==> config.mk <==
export PLATFORM = sky130hd
export DESIGN_NAME = sprite_mover
export DESIGN_NICKNAME = d
export VERILOG_FILES = /design/src/rtl/sprite_mover.sv
export SDC_FILE = /design/constraint.sdc
export NUM_CORES = 1
export LEC_CHECK = 0
export ABC_AREA = 1
export CAP_MARGIN = 20
export CORE_MARGIN = 1.5
export CORE_UTILIZATION = 35
export DETAILED_ROUTE_END_ITERATION = 16
export SLEW_MARGIN = 10
export SYNTH_ARGS = -nofsm -noshare
export SYNTH_HDL_FRONTEND = slang
export SYNTH_SLANG_ARGS = --single-unit
==> constraint.sdc <==
create_clock -name clk -period 3.8 [get_ports clk]
set_input_delay 0.76 -clock clk [delete_from_list [all_inputs] [get_ports clk]]
set_output_delay 0.76 -clock clk [all_outputs]
set_load 0.05 [all_outputs]
==> src/rtl/sprite_mover.sv <==
// sprite_mover: per-frame motion controller for one 8x8 sprite.
// Sits between the CPU and the sprite register file. On each rising vsync
// edge (with enable high) it reads X/Y (regs 8/9), steps them by speed_x/y,
// bounces off 0 and XMAX/YMAX, and writes them back. While idle the CPU bus
// passes straight through.
//
// Ports:
//   clk, reset          clock, synchronous active-high reset
//   vsync, enable       frame tick source, motion enable (sampled on the tick)
//   speed_x, speed_y    step magnitude per frame, 0..7
//   cpu_we/oe/addr/di   CPU register bus (ignored while busy)
//   cpu_dout            read data back to the CPU (wire from spr_dout)
//   busy                mover owns the sprite bus
//   spr_we/oe/addr/di   bus to the sprite register file
//   spr_dout            read data from the sprite register file
//   dir_x, dir_y        current direction, 1 = decreasing
//   frames              completed updates, wrapping
module sprite_mover #(
  parameter int XMAX = 248,
  parameter int YMAX = 120
) (
  input  logic       clk,
  input  logic       reset,
  input  logic       vsync,
  input  logic       enable,
  input  logic [2:0] speed_x,
  input  logic [2:0] speed_y,
  input  logic       cpu_we,
  input  logic       cpu_oe,
  input  logic [3:0] cpu_addr,
  input  logic [7:0] cpu_di,
  output logic [7:0] cpu_dout,
  output logic       busy,
  output logic       spr_we,
  output logic       spr_oe,
  output logic [3:0] spr_addr,
  output logic [7:0] spr_di,
  input  logic [7:0] spr_dout,
  output logic       dir_x,
  output logic       dir_y,
  output logic [7:0] frames
);
  localparam logic [7:0] XM = 8'(XMAX);
  localparam logic [7:0] YM = 8'(YMAX);
  localparam logic [3:0] ADDR_X = 4'd8;
  localparam logic [3:0] ADDR_Y = 4'd9;

  typedef enum logic [2:0] {IDLE, RD_X, RD_Y, CALC, WR_X, WR_Y} state_t;

  state_t     state;
  logic       vs_d;
  logic       tick;
  logic [2:0] sx, sy;
  logic [7:0] x, y, nx, ny;
  logic [8:0] stx, sty;

  // One axis step; returns {new_dir, new_pos}. 9-bit compare keeps p+s
  // from wrapping, and >= makes a position already at the limit flip even
  // with a zero step.
  function automatic logic [8:0] step(input logic [7:0] p, input logic [2:0] s,
                                      input logic dir, input logic [7:0] pmax);
    logic [8:0] sum;
    sum = {1'b0, p} + {6'd0, s};
    if (!dir) begin
      if (sum >= {1'b0, pmax}) step = {1'b1, pmax};
      else                     step = {1'b0, sum[7:0]};
    end else begin
      if ({1'b0, p} <= {6'd0, s}) step = 9'h000;
      else                        step = {1'b1, p - {5'd0, s}};
    end
  endfunction

  assign tick     = vsync & ~vs_d;
  assign cpu_dout = spr_dout;
  assign stx      = step(x, sx, dir_x, XM);
  assign sty      = step(y, sy, dir_y, YM);

  always_ff @(posedge clk) begin
    if (reset) begin
      state  <= IDLE;
      vs_d   <= 1'b1;
      dir_x  <= 1'b0;
      dir_y  <= 1'b0;
      frames <= 8'd0;
      x      <= 8'd0;
      y      <= 8'd0;
      nx     <= 8'd0;
      ny     <= 8'd0;
      sx     <= 3'd0;
      sy     <= 3'd0;
    end else begin
      vs_d <= vsync;
      case (state)
        IDLE: if (tick && enable) begin
          sx    <= speed_x;
          sy    <= speed_y;
          state <= RD_X;
        end
        // The register file latches read data on the negedge inside the
        // strobe cycle, so X's data is taken on the edge that enters RD_Y
        // (before the RD_Y read overwrites it), and Y's on the edge into CALC.
        RD_X: begin x <= spr_dout; state <= RD_Y; end
        RD_Y: begin y <= spr_dout; state <= CALC; end
        CALC: begin
          {dir_x, nx} <= stx;
          {dir_y, ny} <= sty;
          state       <= WR_X;
        end
        WR_X: state <= WR_Y;
        WR_Y: begin frames <= frames + 8'd1; state <= IDLE; end
        default: state <= IDLE;
      endcase
    end
  end

  always_comb begin
    busy     = 1'b1;
    spr_we   = 1'b0;
    spr_oe   = 1'b0;
    spr_addr = 4'd0;
    spr_di   = 8'd0;
    case (state)
      IDLE: begin
        busy     = 1'b0;
        spr_we   = cpu_we;
        spr_oe   = cpu_oe;
        spr_addr = cpu_addr;
        spr_di   = cpu_di;
      end
      RD_X: begin spr_oe = 1'b1; spr_addr = ADDR_X; end
      RD_Y: begin spr_oe = 1'b1; spr_addr = ADDR_Y; end
      WR_X: begin spr_we = 1'b1; spr_addr = ADDR_X; spr_di = nx; end
      WR_Y: begin spr_we = 1'b1; spr_addr = ADDR_Y; spr_di = ny; end
      default: ;
    endcase
  end
endmodule

==> results of run 1 <==
-- registers in the layout, indices dropped and copies added (netlist names) --
| signal | cells |
|---|---|
| frames | 8 |
| nx | 8 |
| ny | 8 |
| x | 8 |
| y | 8 |
| state | 3 |
| sx | 3 |
| sy | 3 |
| dir_x | 1 |
| dir_y | 1 |
| vs_d | 1 |
-- power by group --
part	internal [mW]	switching, mW
combinational	0.264	0.508
sequential	0.592	0.0472
clock	0.199	0.190
-- area by class of cell --
type	count	share of cell area
Inverter	65	0.06093
Timing Repair Buffer	67	0.1623
Clock buffer	5	0.01684
Clock inverter	3	0.01133
Multi-Input combinational cell	341	0.4599
Tap cell	111	0.03399
Sequential cell	52	0.2547
-- cells in the mapped netlist, types with 2 or more instances --
master    instances  share of area
xor2_1            9          0.024
nand4_1          12          0.023
a31oi_1           2         0.0038
nand3_1          28          0.042
buf_2             6         0.0091
nor2_2            3         0.0057
buf_4             9          0.020
nand2_2          10          0.019
inv_1            56          0.064
nand2_4           2         0.0068
xnor2_1           3         0.0080
ha_1             13          0.049
o211ai_1          3         0.0068
nor2_1           35          0.040
inv_2             5         0.0057
a21oi_2           3         0.0080
dfxtp_1          52           0.32
o21ai_0          50          0.076
fa_1              4          0.024
a21oi_1          46          0.070
o21ai_1           2         0.0030
nand3_2           4          0.012
nand2_1         101           0.11
clkinv_1          3         0.0034
clkbuf_1          5         0.0057
-- cell families (layout without fill, tap and decap cells) --
kind of cell | Yosys count | in the layout
simple gates | 201 | 201
xor+xnor | 12 | 12
fa+ha+maj | 17 | 17
compound gates | 111 | 111
flops | 52 | 52
buf+inv | 87 | 140
-- critical path, stage by stage, from the launching register on --
cell             delay [ns]
dfxtp_1                0.37
nor2_1                 0.20
inv_1                  0.10
nor2_1                 0.24
inv_1                  0.28
nand2_1                0.12
inv_1                  0.08
nand2_1                0.07
clkdlybuf4s50_1        0.79
-- per-layer routing --
layer / vias to the layer above / share of wire
li1: 1657 / -
met1: 1419 / 0.51
met2: 84 / 0.43
met3: 4 / 0.049
met4: 0 / 0.0063
met5: - / 0
-- final timing paths --
check / slack (ns) / depth (start not counted) / from / to
setup / recovery: 0.48 / 8 / state[0] / spr_oe
hold / removal: 0.46 / 1 / frames[7] / frames[7]
setup reg to reg: 1.68 / 5 / state[0] / nx[4]
hold reg to reg: 0.46 / 1 / frames[7] / frames[7]
-- through the flow --
step           total power, mW  hold slack (ns)  utilization  std cells
6_report                 1.799           0.4622       0.4444        644
2_1_floorplan            1.194           0.4443            -        480
3_3_place_gp             1.415           0.4392       0.4318        636
5_1_grt                  1.915           0.5015       0.4444        644
3_5_place_dp             1.421           0.4555       0.4318        636
4_1_cts                  1.812           0.4709       0.4444        644
==> impl_results.md, run 1 <==
- Initial DRT Pass Iterations: 4
- Post-synthesis simple-gate area fraction: 0.2805
- Post-synth EDFFs: 0
- Count of final setup violators: 0
- Final setup margin: 0.4832 ns
- Adder-cell share of the synthesized area: 0.07354
- Post-synthesis mux area share: 0
- Main synth FF type: dfxtp_1
- DRT antenna net count: 0
- Fin. Hold Viols: 0
- Max IR drop VDD: 237.9 uV
- Synth unique cells: 39
- Final Cycle Share: 0.8728
- Headroom to the max-slew limit: 0.4265
- Syn Inst Count: 480
- Arrival time at the worst endpoint: 2.56 ns
- Max-Cap Viols: 0
- M2 GR Usage: 0.2752
- Overall routing resource usage: 0.1732
- Lkg Pwr: 1.743 nW
- Mapped Area: 3301 um^2
- Post-Syn Area per Cell: 6.876 um^2
- Slew @ Worst Pin: 0.8594 ns
- Most common cell after layout, fill and taps aside: nand2_1
- Average wire per standard cell: 12.89 um
- Core area: 9196 um^2
- Cell area after layout: 4086 um^2
- I/O Pins: 65
- Post-CTS setup buffer count: 0
- Vias in the first global route: 3031
- Unrepaired setup endpoints after global routing: no
- Share of post-route cells with drive strength above 1: 0.08443
- Fmax: 301.5 MHz
- Final #Nets: 581
- Worst-Skew Late Latency: 0.30 ns
- CTS Sinks: 52
- GR peak layer: met2
- Die H: 100.1 um
- Yosys warns: 0
- Skew final: 0.007627 ns
- DIE AREA: 10020 um^2
- Iter 0 DRT Violations: 101
- FP Rows: 35
- Commonest non-fill, non-tap cells in the layout: nand2_1 (101), clkdlybuf4s50_1 (64), inv_1 (56), dfxtp_1 (52), o21ai_0 (50)
- First-pass GRT wire length: 14230 um
- Area delta synth->final: 23.81%
- Synth Register Bits: 52
- CTS root buffer: clkbuf_8
- Final HPWL from detailed placement: 6593 um
- Met3 global-route usage: 0.02786
- Largest family of logic cells by synthesized area: simple AND/OR/NAND/NOR gates
- TritonCTS Buffers: 5
- CTS tree: built
- Final TNS setup: 0 ns
- Critical path startpoint category: flip-flop
- Footprint of the multi-input gates: 1879 um^2
- Post-Syn Nets: 529
- Compound-Gate Fraction of Synth Area: 0.1835
- Met1 GRT Util: 0.2504
- Worst Path Max Fanout: 16
- Initial Util: 0.3589
- XOR/XNOR share of the synthesized area: 0.03184
- DP Worst Slack: 0.6875 ns
- Clock Pin Slew Worst Setup and Hold Paths: 0.10 ns
- Min-delay worst type: flip-flop to flip-flop
- Fin. max-slew vios: 0
- PostCTS Resize Cnt: 0
- Maximum number of pins on one net before global-route repair: 37
- Total gr overflow: 0
- CP required: 3.04 ns
- Post-synth ARST share: 0
- Post-synthesis sequential area ratio: 0.3154
- Die outline width: 100.1 um
- N_diodes: 0
- Routability Congestion: 0.8528
- Via/cell ratio: 4.913
- Initial antenna violation count: 0
- Fill cells: 963
- Kind of end point of the critical path: output port
- DRC: 0
- Register area: 1041 um^2
- H-tree depth: 2
- WS Path Type: flip-flop to output port
- Fin crit period: 3.317 ns
- CTS Hold Buffers Added: 0
- PwrDens: 440.3 nW/um^2
- Drt total wl: 8300 um
- Outcome: complete, no violations
- Port Buffers: 64
- Dpl cell area: 3971 um^2
- Via count: 3164
- Longest Clk Path Bufs: 2
No activity file was read; power rests on OpenSTA's default activity.
==> inputs of run 2 (changes only) <==
--- a/config.mk
+++ b/config.mk
@@ -8,8 +8,9 @@
 export ABC_AREA = 1
 export CAP_MARGIN = 20
 export CORE_MARGIN = 1.5
-export CORE_UTILIZATION = 35
+export CORE_UTILIZATION = 56
 export DETAILED_ROUTE_END_ITERATION = 16
+export PLACE_DENSITY = 0.86
 export SLEW_MARGIN = 10
 export SYNTH_ARGS = -nofsm -noshare
 export SYNTH_HDL_FRONTEND = slang
==> impl_results.md, run 2 (synthesis gave the netlist of run 1 again) <==
- Final HPWL from detailed placement: 6314 um
- Hold WS: 0.4641 ns
- CP peak stage delay: 0.81 ns
- H-tree depth: 2
- CTS tree: built
- Average wire per standard cell: 13.61 um
- Routability Congestion: 0.9928
- Via/cell ratio: 5.459
- N_diodes: 0
- Core area: 5608 um^2
- Fin crit period: 3.384 ns
- Count of final setup violators: 0
- PwrDens: 456.8 nW/um^2
- I/O Pins: 65
- Fin. max-slew vios: 0
- Lkg Pwr: 1.748 nW
- Unrepaired setup endpoints after global routing: no
- Fin. Hold Viols: 0
- Via count: 3292
- Area delta synth->final: 22.55%
- Headroom to the max-slew limit: 0.4387
- Initial antenna violation count: 0
- Final cell utilization of the core: 0.7213
- Min-delay worst type: flip-flop to flip-flop
- Final TNS setup: 0 ns
- Final #Nets: 579
- Crit path top cell by count: nor2_1
- Arrival time at the worst endpoint: 2.62 ns
- Post-CTS setup buffer count: 0
- PostCTS Resize Cnt: 0
- CTS Sinks: 52
- Die outline width: 79.77 um
- Initial DRT Pass Iterations: 5
- Most common cell after layout, fill and taps aside: nand2_1
- FP Rows: 27
- Total gr overflow: 0
- Slew @ Worst Pin: 0.8410 ns
- Worst Path Max Fanout: 11
- Max-Cap Viols: 0
- Kind of end point of the critical path: output port
- Max stage delay cell, worst path: clkdlybuf4s50_1
- Overall routing resource usage: 0.2732
- Critical-path cell list: nor2_1 -> inv_1 -> nor2_1 -> inv_1 -> nor2_1 -> clkdlybuf4s50_1
- Critical path startpoint category: flip-flop
- CTS Hold Buffers Added: 0
- Crit path buf inv count: 3
- CP required: 3.04 ns
- Worst-Skew Late Latency: 0.31 ns
- Commonest non-fill, non-tap cells in the layout: nand2_1 (101), clkdlybuf4s50_1 (64), inv_1 (56), dfxtp_1 (52), o21ai_0 (50)
- Max IR drop VDD: 261.8 uV
- Vias in the first global route: 3074
- CTS root buffer: clkbuf_8
- Final Cycle Share: 0.8904
- Outcome: complete, no violations
- Iter 0 DRT Violations: 202
- TritonCTS Buffers: 5
- Maximum number of pins on one net before global-route repair: 37
- Port Buffers: 64
- Share of post-route cells with drive strength above 1: 0.08098
- Longest Clk Path Bufs: 2
- Clock Pin Slew Worst Setup and Hold Paths: 0.10 ns
- DIE AREA: 6363 um^2
- CP delay by family, top: buffers and inverters
- Skew final: 0.01276 ns
- WS Path Type: flip-flop to output port
- Initial Util: 0.5886
- Die H: 79.77 um
- DRC: 0
- First-pass GRT wire length: 13680 um
- Fmax: 295.5 MHz
- Fill cells: 495
- Drt total wl: 8209 um
- DRT antenna net count: 0
-- run 2: worst paths after layout --
kind	cells after the start	from	end	slack [ns]
min	1	frames[7]	frames[7]	0.46
min reg2reg	1	frames[7]	frames[7]	0.46
max reg2reg	6	state[0]	sy[1]	1.72
max	6	state[0]	spr_addr[1]	0.42
-- run 2: through the flow --
step / cells / setup WS (ns) / power, mW / area, um^2
2_1_floorplan: 480 / 1.231 / 1.194 / 3301
3_3_place_gp: 595 / 0.7029 / 1.381 / 3908
3_5_place_dp: 595 / 0.7330 / 1.396 / 3908
4_1_cts: 603 / 0.4476 / 1.845 / 4045
5_1_grt: 603 / 0.2488 / 1.944 / 4045
6_report: 603 / 0.4163 / 1.848 / 4045
-- run 2: layout make-up --
type                       instances  area (um^2)  area share
timing repair buffer              65        648.1      0.1602
tap                               72        90.09     0.02227
clock buffer                       5        68.82     0.01701
inverter                          65        249.0     0.06155
clock inverter                     3        68.82     0.01701
sequential                        52         1041      0.2573
multi-input combinational        341         1879      0.4646
-- run 2: routing by layer --
metal / wire [um] / up-vias / share of wire / track usage
met5: 0 / - / 0 / 0
met4: 223 / 0 / 0.027 / 0.1121
met3: 534 / 20 / 0.065 / 0.04343
met2: 3818 / 118 / 0.47 / 0.4720
met1: 3632 / 1495 / 0.44 / 0.3369
li1: - / 1659 / - / -
-- run 2: power breakdown --
group	internal, mW	leakage [nW]	switching, mW
registers	0.592	0.422	0.0459
clock network	0.265	0.0687	0.189
logic	0.256	1.26	0.501
total	1.11	1.75	0.736
